==> config.mk <==
export PLATFORM = sky130hd
export DESIGN_NAME = uart_rx_fifo
export DESIGN_NICKNAME = d
export VERILOG_FILES = /design/src/rtl/uart_pkg.sv /design/src/rtl/uart_rx_fifo_sync_fifo.sv /design/src/rtl/uart_rx_fifo.sv
export SDC_FILE = /design/constraint.sdc
export NUM_CORES = 1
export LEC_CHECK = 0
export CORE_MARGIN = 1.5
export CORE_UTILIZATION = 40
export CTS_BUF_LIST = sky130_fd_sc_hd__clkbuf_16
export DETAILED_ROUTE_END_ITERATION = 8
export HOLD_SLACK_MARGIN = 0.08
export PLACE_DENSITY = 0.65
export SLEW_MARGIN = 10
export SYNTH_ARGS = -nofsm -noshare
export SYNTH_HDL_FRONTEND = slang
export SYNTH_SLANG_ARGS = --single-unit
==> constraint.sdc <==
create_clock -name clk -period 5.1 [get_ports clk]
set_clock_uncertainty 0.2 [all_clocks]
set_input_delay 0.765 -clock clk [delete_from_list [all_inputs] [get_ports clk]]
set_output_delay 0.765 -clock clk [all_outputs]
set_load 0.01 [all_outputs]
==> src/rtl/uart_pkg.sv <==
// Shared definitions for the UART receive path: FSM state encoding,
// flag bit offsets above the data field in rd_data, and the minimum divider.
package uart_pkg;

    typedef enum logic [2:0] {
        ST_IDLE   = 3'd0,
        ST_START  = 3'd1,
        ST_DATA   = 3'd2,
        ST_PARITY = 3'd3,
        ST_STOP   = 3'd4
    } state_t;

    // Flag positions, counted from bit DATA_BITS of rd_data.
    localparam int FERR_OFF = 0;
    localparam int PERR_OFF = 1;
    localparam int BRK_OFF  = 2;

    localparam int MIN_DIV = 2;

endpackage

==> src/rtl/uart_rx_fifo_sync_fifo.sv <==
// sync_fifo: single-clock show-ahead FIFO with occupancy output.
// Ports: push/wdata in, rdata/valid/ready out-side handshake, level, drop (push refused while full).
module sync_fifo #(
    parameter int WIDTH = 8,
    parameter int DEPTH = 16
) (
    input  logic                     clk,
    input  logic                     resetn,
    input  logic                     push,
    input  logic [WIDTH-1:0]         wdata,
    output logic [WIDTH-1:0]         rdata,
    output logic                     valid,
    input  logic                     ready,
    output logic [$clog2(DEPTH):0]   level,
    output logic                     drop
);

    localparam int AW = $clog2(DEPTH);

    logic [WIDTH-1:0] mem [DEPTH];
    logic [AW:0]      wptr;
    logic [AW:0]      rptr;
    logic             full;
    logic             pop;
    logic             wr;

    // Pointers carry one extra wrap bit so full and empty are distinct.
    assign level = wptr - rptr;
    assign valid = (level != '0);
    assign full  = (level == (AW+1)'(DEPTH));
    assign pop   = valid & ready;
    // A pop in the same cycle frees the slot the write lands in.
    assign wr    = push & (~full | pop);
    assign drop  = push & full & ~pop;
    assign rdata = valid ? mem[rptr[AW-1:0]] : '0;

    always_ff @(posedge clk) begin
        if (wr) begin
            mem[wptr[AW-1:0]] <= wdata;
        end
    end

    always_ff @(posedge clk or negedge resetn) begin
        if (!resetn) begin
            wptr <= '0;
            rptr <= '0;
        end else begin
            if (wr) begin
                wptr <= wptr + 1'b1;
            end
            if (pop) begin
                rptr <= rptr + 1'b1;
            end
        end
    end

endmodule

==> src/rtl/uart_rx_fifo.sv <==
// uart_rx_fifo: mid-bit sampling UART receiver feeding a show-ahead FIFO.
// Ports: rx/cfg_div in; rd_data/rd_valid/rd_ready drain port; level, overrun/clr_overrun, busy.
module uart_rx_fifo
    import uart_pkg::*;
#(
    parameter int DATA_BITS  = 8,
    parameter int PARITY_EN  = 0,
    parameter int PARITY_ODD = 0,
    parameter int DEPTH      = 16,
    parameter int DIV_W      = 16
) (
    input  logic                     clk,
    input  logic                     resetn,
    input  logic                     rx,
    input  logic [DIV_W-1:0]         cfg_div,
    output logic [DATA_BITS+2:0]     rd_data,
    output logic                     rd_valid,
    input  logic                     rd_ready,
    output logic [$clog2(DEPTH):0]   level,
    output logic                     overrun,
    input  logic                     clr_overrun,
    output logic                     busy
);

    localparam int W = DATA_BITS + 3;

    state_t               state;
    state_t               nstate;
    logic                 s1;
    logic                 s2;
    logic                 s3;
    logic                 fall;
    logic [DIV_W-1:0]     div_eff;
    logic [DIV_W-1:0]     div_l;
    logic [DIV_W-1:0]     cnt;
    logic [3:0]           bitn;
    logic [DATA_BITS-1:0] shreg;
    logic                 par_bit;
    logic                 tick;
    logic                 last_bit;
    logic                 push;
    logic                 drop;
    logic                 ferr;
    logic                 perr;
    logic                 brk;
    logic [W-1:0]         word;

    // s3 holds the previous synchronized value for edge detection.
    always_ff @(posedge clk or negedge resetn) begin
        if (!resetn) begin
            s1 <= 1'b1;
            s2 <= 1'b1;
            s3 <= 1'b1;
        end else begin
            s1 <= rx;
            s2 <= s1;
            s3 <= s2;
        end
    end

    assign fall     = s3 & ~s2;
    assign div_eff  = (cfg_div < DIV_W'(MIN_DIV)) ? DIV_W'(MIN_DIV) : cfg_div;
    assign tick     = (state != ST_IDLE) && (cnt == '0);
    assign last_bit = (bitn == 4'(DATA_BITS - 1));

    always_ff @(posedge clk or negedge resetn) begin
        if (!resetn) begin
            state <= ST_IDLE;
        end else begin
            state <= nstate;
        end
    end

    always_comb begin
        nstate = state;
        unique case (state)
            ST_IDLE: begin
                if (fall) begin
                    nstate = ST_START;
                end
            end
            ST_START: begin
                if (tick) begin
                    nstate = s2 ? ST_IDLE : ST_DATA;
                end
            end
            ST_DATA: begin
                if (tick && last_bit) begin
                    nstate = (PARITY_EN != 0) ? ST_PARITY : ST_STOP;
                end
            end
            ST_PARITY: begin
                if (tick) begin
                    nstate = ST_STOP;
                end
            end
            ST_STOP: begin
                if (tick) begin
                    nstate = ST_IDLE;
                end
            end
            default: nstate = ST_IDLE;
        endcase
    end

    always_comb begin
        busy = (state != ST_IDLE);
        push = (state == ST_STOP) && tick;
    end

    // Bit timing and data capture. Reloading with div_l-1 gives a
    // sample every div_l clocks since the zero cycle is the event itself.
    always_ff @(posedge clk or negedge resetn) begin
        if (!resetn) begin
            div_l   <= DIV_W'(MIN_DIV);
            cnt     <= '0;
            bitn    <= '0;
            shreg   <= '0;
            par_bit <= 1'b0;
        end else if (state == ST_IDLE) begin
            if (fall) begin
                div_l <= div_eff;
                cnt   <= div_eff >> 1;
                bitn  <= '0;
            end
        end else if (cnt != '0) begin
            cnt <= cnt - 1'b1;
        end else begin
            cnt <= div_l - 1'b1;
            if (state == ST_DATA) begin
                shreg <= {s2, shreg[DATA_BITS-1:1]};
                bitn  <= bitn + 1'b1;
            end
            if (state == ST_PARITY) begin
                par_bit <= s2;
            end
        end
    end

    always_comb begin
        ferr = ~s2;
        brk  = ferr && (shreg == '0);
        perr = (PARITY_EN != 0) && ((^shreg ^ par_bit) != (PARITY_ODD != 0));
        word = '0;
        word[DATA_BITS-1:0]        = shreg;
        word[DATA_BITS + FERR_OFF] = ferr;
        word[DATA_BITS + PERR_OFF] = perr;
        word[DATA_BITS + BRK_OFF]  = brk;
    end

    sync_fifo #(
        .WIDTH (W),
        .DEPTH (DEPTH)
    ) u_fifo (
        .clk    (clk),
        .resetn (resetn),
        .push   (push),
        .wdata  (word),
        .rdata  (rd_data),
        .valid  (rd_valid),
        .ready  (rd_ready),
        .level  (level),
        .drop   (drop)
    );

    // A drop in the same cycle as a clear keeps the flag set.
    always_ff @(posedge clk or negedge resetn) begin
        if (!resetn) begin
            overrun <= 1'b0;
        end else if (drop) begin
            overrun <= 1'b1;
        end else if (clr_overrun) begin
            overrun <= 1'b0;
        end
    end

endmodule

---- Yosys cells after proc, flatten, opt, wreduce, memory -nomap -nowiden ----
Memory sizes are Yosys's and may differ from the RTL's.
Index checks and enable logic that the tools add are counted.
storage, ports and cells
  bits in registers ....................... 61
  bits in writable memories ............... 160
  input port bits ......................... 21
  output and inout bits ................... 19
  logic and storage cells ................. 78
  memories ................................ 1
operators by class
  add/sub/neg operators ................... 6
  order comparisons ....................... 1
  equal/unequal tests ..................... 12
  multiplexer cells ....................... 20
  bitwise operators ....................... 11
  reduce and logical (&&, ||, !) cells .... 16
memory list
  memory      depth  bits a word  rd ports  clocked after Yosys merged registers in  wr ports  RTL line                      text
  u_fifo.mem  16     10           1         0                                        1         uart_rx_fifo_sync_fifo.sv:20  logic [WIDTH-1:0] mem [DEPTH];
operator list
  kind                     count
  $mux W16                 4
  $sub A16 B1 Y16 const B  2
  $logic_not A16 Y1        1
  $lt A16 B2 Y1 const B    1
  $mux W4                  4
  $reduce_bool A16 Y1      1
  $mux W3                  5
  $pmux W3 S5              1
  $ne A2 B2 Y1 const B     6
  $mux W11                 1
  $add A5 B1 Y5 const B    2
  $logic_not A8 Y1         1
  $eq A3 B2 Y1 const B     2
  $reduce_and A3 Y1        2
  $and A1 B1 Y1            5
  $eq A5 B5 Y1 const B     1
  $not A1 Y1               5
  $reduce_and A5 Y1        1
  $reduce_bool A5 Y1       1
  $sub A5 B5 Y5            1
  $add A4 B1 Y4 const B    1
  $eq A4 B3 Y1 const B     1
  $logic_and A1 B1 Y1      4
  $mux W1                  4
  other kinds (8)          9

---- Logic depth before layout (Yosys ltp) ----
  word-level depth ........................ 7
  mapped depth ............................ 12
  mapped depth without buffers ............ 10

---- Modules after synthesis ----
Synthesis repeated with hierarchy kept, for this count alone.
second synthesis, totals
  cells, all modules ...................... 684
  area, all modules ....................... 10456.3 µm²
by module, submodules not included
  module        instances  cells each  area each (µm²)  seq. area each (µm²)
  sync_fifo     1          352         7547.2           5535.3
  uart_rx_fifo  1          332         2909.0           1281.2

---- Worst setup path after synthesis ----
OpenSTA, ideal clock, no wires.
  path kind ............................... reg2reg
  from .................................... register u_fifo.rptr[3]
  to ...................................... memory u_fifo.mem[3][0] (netlist bit), enable pin
  data arrival time ....................... 3347 ps
  required time ........................... 4496 ps
  setup slack ............................. 1149 ps
  cell stages (with the launch flop) ...... 9
  path buffers ............................ 1
  clock period less this slack ............ 3951 ps
  cell sequence ........................... dfrtp_1 -> inv_1 -> buf_1 -> ha_1 -> a21boi_0 -> or3_1 -> and3b_1 -> a21boi_4 -> nor4bb_1
on the way
  word-level cells in the longest chain between the ends .. 7
  elaborated cells on any way between the ends .. 9
  those cells by class .................... add/sub (1); eq/ne (1); mux (2); bitwise (4); reduce/logical (1)
ends and longest elaborated chain
  item                                                       RTL line                                                    text
  start: declaration                                         uart_rx_fifo_sync_fifo.sv:22                                logic [AW:0] rptr;
  start signal: assignment                                   uart_rx_fifo_sync_fifo.sv:52                                rptr <= rptr + 1'b1;
  $sub A5 B5 Y5 (*)                                          uart_rx_fifo_sync_fifo.sv:28                                assign level = wptr - rptr;
  $reduce_bool A5 Y1 / $eq A5 B5 Y1 (equally long branches)  uart_rx_fifo_sync_fifo.sv:29, uart_rx_fifo_sync_fifo.sv:30
  $and A1 B1 Y1 / $not A1 Y1 (equally long branches)         uart_rx_fifo_sync_fifo.sv:31, uart_rx_fifo_sync_fifo.sv:33
  $or A1 B1 Y1 (*)                                           uart_rx_fifo_sync_fifo.sv:33                                assign wr = push & (~full | pop);
  $and A1 B1 Y1 (*)                                          uart_rx_fifo_sync_fifo.sv:33
  $mux W1 (*)                                                uart_rx_fifo_sync_fifo.sv:38                                if (wr) begin
  $mux W1 (implied by the code) (*)                          uart_rx_fifo_sync_fifo.sv:39                                mem[wptr[AW-1:0]] <= wdata;
  end: declaration                                           uart_rx_fifo_sync_fifo.sv:20
Mark *: on every way between the ends. The rest lies on a longest branch, timed or not.

---- Worst setup path in the final report ----
  from .................................... register u_fifo.rptr[2]
  to ...................................... output port rd_data[7]
on the way
  word-level cells in the longest chain between the ends .. 3
  elaborated cells on any way between the ends .. 4
  those cells by class .................... add/sub (1); mux (1); reduce/logical (1); memory (1)
ends and longest elaborated chain
  item                RTL line                      text
  $sub A5 B5 Y5       uart_rx_fifo_sync_fifo.sv:28
  $reduce_bool A5 Y1  uart_rx_fifo_sync_fifo.sv:29  assign valid = (level != '0);
  $mux W11 (*)        uart_rx_fifo_sync_fifo.sv:35  assign rdata = valid ? mem[rptr[AW-1:0]] : '0;
  end: declaration    uart_rx_fifo.sv:16            output logic [DATA_BITS+2:0] rd_data,
Marks and branches as above.

==> results.txt <==
The tools report the final RePlAce weighted congestion as 0.810. The number of instances in the synthesized netlist is 656. Traced cell by cell, the critical path runs through inv_1 -> ha_1 -> xnor2_1 -> nand4b_1 -> a21o_1 -> a22oi_1 -> buf_4 -> nor2b_1 -> clkdlybuf4s50_1.

The clock network latency to the later pin of the worst-skew pair is 510 ps. The kind of end point of the critical path is an output port. The placed wire-length estimate came out at 13.5 mm. STA classifies the critical path startpoint as a flip-flop.

STA puts the critical path data arrival time at 3470 ps. The largest net degree at the start of global routing was 62. The total count of max-transition violations in the final report is 0, and the clock sink total is 221.

Most used flip-flop cell after synthesis: sky130_fd_sc_hd__edfxtp_1. 40 I/O pins were placed. The number of synthesized register bits was 221. Count of flip-flops with a built-in enable after synthesis: 160. Sequential element share of the synthesized area: 0.640. For this run, the number of Yosys warnings is 0. For this design the static power due to leakage is 4.32 nW. The post-CTS clock slew at the launch and capture registers of the worst setup and hold paths came out at 60 ps. Dividing the detail-routed wire length by the instance count gives 20.5 um. The number of buffers inserted during clock tree synthesis was 24. Setup slack closes at 661 ps. The remaining number of nets flagged by the antenna check after routing is 0. Dividing total power by cell area gives a power density of 466 mW/mm^2. The maximum fanout encountered on the critical timing path is 15. The post-synthesis async set-or-reset flop share was 0.276; the via-per-instance ratio was 5.56.

For the pin with the worst max-slew slack, the measured transition is 831 ps. The number of H-tree levels was 1; the largest incremental delay on the critical path was 760 ps. The share of post-route cells with drive strength above 1 is 0.201, and the via count of the first global-routing pass is 6009. TritonCTS built the clock tree. The time the final worst path needs with I/O delays and setup was 4440 ps. The mean cell area of the mapped netlist was 15.1 sq um. Data on the critical path is required at its endpoint by 4140 ps. The die boundary width was 160 um. The run finished with clean final reports. For the number of hold violations in the final report, the log shows 0. For the final sum of negative setup slack, the log shows 0 ps. For the final setup violation count, the log shows 0. For this run, the detailed router's first-pass iteration total came to 5. The worst setup path is of the reg -> out kind. Setup repair after global routing left no endpoint under its margin. The maximum frequency from static timing analysis is 0.225 GHz. Initial antenna violation count: 0. The global router's overall resource usage was 0.171; the number of nets in the final layout was 731. After synthesis, the netlist uses 72 different library cells. In this run the cell area measured after placement is 0.0106 sq mm.

The worst IR drop on VDD came out at 248 uV. The first routing iteration left 432 violations. Type of the worst min-delay path: reg -> reg.

The logs give 57 for the placement row count and 0.446 for the worst-case headroom to the max-slew limit. Number of design rule violations left after detail routing: 0. Before CTS, the worst setup slack after placement is 1160 ps. The tree is rooted in a sky130_fd_sc_hd__clkbuf_16. The die outline height came out at 160 um. For the total die area, the log shows 0.0257 sq mm. The reported max-cap violation count is 0. Cell type of the slowest stage on the worst timing path: sky130_fd_sc_hd__dfrtp_1.

The post-cts resize count is 0. The run gives 689 as the post-synthesis net count. The logs give 0.407 for the initial core utilization and 0 for the number of hold buffers added after cts. Buffers placed on the I/O ports in this run total 38.

The total core area was 0.0243 sq mm. The number of filler instances in the final layout was 2068; the post-synthesis to final-layout area growth was 15.6%. The tools report the maximum number of buffers from clock root to sink as 3.

The final global-route overflow total came out at 0. Summing every instance area after synthesis gives 0.00990 sq mm. The final critical-path share of the clock period is 0.870.

The number of antenna diodes in the final layout is 0. The post-CTS setup buffer count is 0. For this block, the via count after detailed routing is 5783. Once layout is done, the placed cells without fillers occupy 0.0114 sq mm. The first global-routing pass estimated 34.3 mm of wire. Wires add up to 21.3 mm.
==> worst paths after layout <==
path / start / to / slack (ps) / cells past startpoint
max in group asynchronous: resetn / u_fifo.rptr[0]$_DFFE_PN0P_ / 3900 / 2
setup reg to reg: u_fifo.rptr[2]$_DFFE_PN0P_ / u_fifo.mem[10][0]$_DFFE_PP_ / 1210 / 8
setup / recovery: u_fifo.rptr[2]$_DFFE_PN0P_ / rd_data[7] / 660 / 9
hold reg to reg: s1$_DFF_PN1_ / s2$_DFF_PN1_ / 150 / 0
hold / removal: s1$_DFF_PN1_ / s2$_DFF_PN1_ / 150 / 0
min in group asynchronous: resetn / u_fifo.rptr[4]$_DFFE_PN0P_ / 220 / 2
==> layer usage <==
layer / global-route usage / part of all wire / vias up
met5: 0 / 0 / -
met4: 0.0548 / 0.028 / 0
met3: 0.0288 / 0.060 / 41
met2: 0.289 / 0.49 / 173
met1: 0.224 / 0.42 / 2951
li1: - / - / 2618
==> registers in the layout, summed over array words and instances (netlist names) <==
name / cells
bitn: 4
cnt: 16
div_l: 16
overrun: 1
s1: 1
s2: 1
s3: 1
shreg: 8
state: 3
u_fifo.mem: 160
u_fifo.rptr: 5
u_fifo.wptr: 5
==> layout make-up <==
| type | instances | area, sq um | share of cell area |
|---|---|---|---|
| sequential | 221 | 6340 | 0.554 |
| multi-input combinational | 387 | 3380 | 0.296 |
| clock buffer | 25 | 626 | 0.0547 |
| timing repair buffer | 48 | 450 | 0.0394 |
| tap | 324 | 405 | 0.0354 |
| clock inverter | 19 | 174 | 0.0152 |
| inverter | 16 | 60.1 | 0.00525 |
==> through the flow <==
stage	hold slack, ps	utilization	power (mW)	instances
after floorplan	145	-	3.22	656
after global placement	148	0.437	3.61	996
after detailed placement	150	0.437	3.65	996
after CTS	154	0.470	5.39	1040
after global routing	161	0.470	5.60	1040
final	150	0.470	5.33	1040
==> power by group <==
part           total, mW  switching [mW]  internal, mW
Combinational       1.30           0.641         0.654
Sequential          2.30           0.248          2.05
Clock               1.74           0.695          1.04
==> cell usage in the layout, fill, tap and decap left out, types with 8 or more instances in the layout <==
master / count
sky130_fd_sc_hd__xor2_1: 8
sky130_fd_sc_hd__and4b_1: 8
sky130_fd_sc_hd__ha_1: 11
sky130_fd_sc_hd__o21ai_0: 19
sky130_fd_sc_hd__mux2_2: 9
sky130_fd_sc_hd__clkdlybuf4s50_1: 37
sky130_fd_sc_hd__nor3_1: 10
sky130_fd_sc_hd__a21o_1: 8
sky130_fd_sc_hd__inv_1: 20
sky130_fd_sc_hd__nand3_1: 13
sky130_fd_sc_hd__edfxtp_1: 160
sky130_fd_sc_hd__dfrtp_1: 55
sky130_fd_sc_hd__a21oi_1: 14
sky130_fd_sc_hd__nand2_1: 92
sky130_fd_sc_hd__buf_4: 10
sky130_fd_sc_hd__xnor2_1: 10
sky130_fd_sc_hd__mux4_2: 50
sky130_fd_sc_hd__nor2b_1: 12
sky130_fd_sc_hd__nor2_1: 21
sky130_fd_sc_hd__clkbuf_16: 25
==> cell families after synthesis <==
family | share of synthesized area
multiplexers | 0.126
adder cells (fa/ha/maj) | 0.0159
other | 0.000379
AND/OR/NAND/NOR | 0.120
flip-flops | 0.640
buffers and inverters | 0.0204
AO/OA/AOI/OAI | 0.0608
XOR/XNOR | 0.0159
==> Yosys cell counts (all sizes together) (4+ instances only) <==
cell type | n | area [sq um]
edfxtp | 160 | 4800
nand2 | 92 | 345
dfrtp | 57 | 1430
mux4 | 50 | 1130
o21ai | 25 | 133
nor2 | 23 | 96.4
clkbuf | 18 | 67.6
inv | 16 | 60.1
a21oi | 14 | 70.1
buf | 14 | 73.8
nand3 | 13 | 65.1
nor3 | 13 | 87.6
nor2b | 12 | 75.1
ha | 11 | 138
nor4 | 11 | 105
xnor2 | 10 | 87.6
a21o | 9 | 68.8
mux2 | 9 | 101
and4b | 8 | 80.1
xor2 | 8 | 70.1
and4 | 7 | 61.3
or3 | 7 | 43.8
nand2b | 5 | 31.3
nand4 | 5 | 37.5
a31oi | 4 | 25.0
and3 | 4 | 25.0
dfstp | 4 | 105
o22ai | 4 | 25.0
==> worst max-delay path, delay by kind of cell (launching register included) <==
kind / cells / cell delay, ps
AOI/OAI and AO/OA: 2 / 180
xor gates and xnor gates: 1 / 270
buffers and inverters: 3 / 990
adders and majority gates: 1 / 380
DFF: 1 / 760
and+or+nand+nor: 2 / 370
Note: power is estimated with default switching activity, not from simulation.
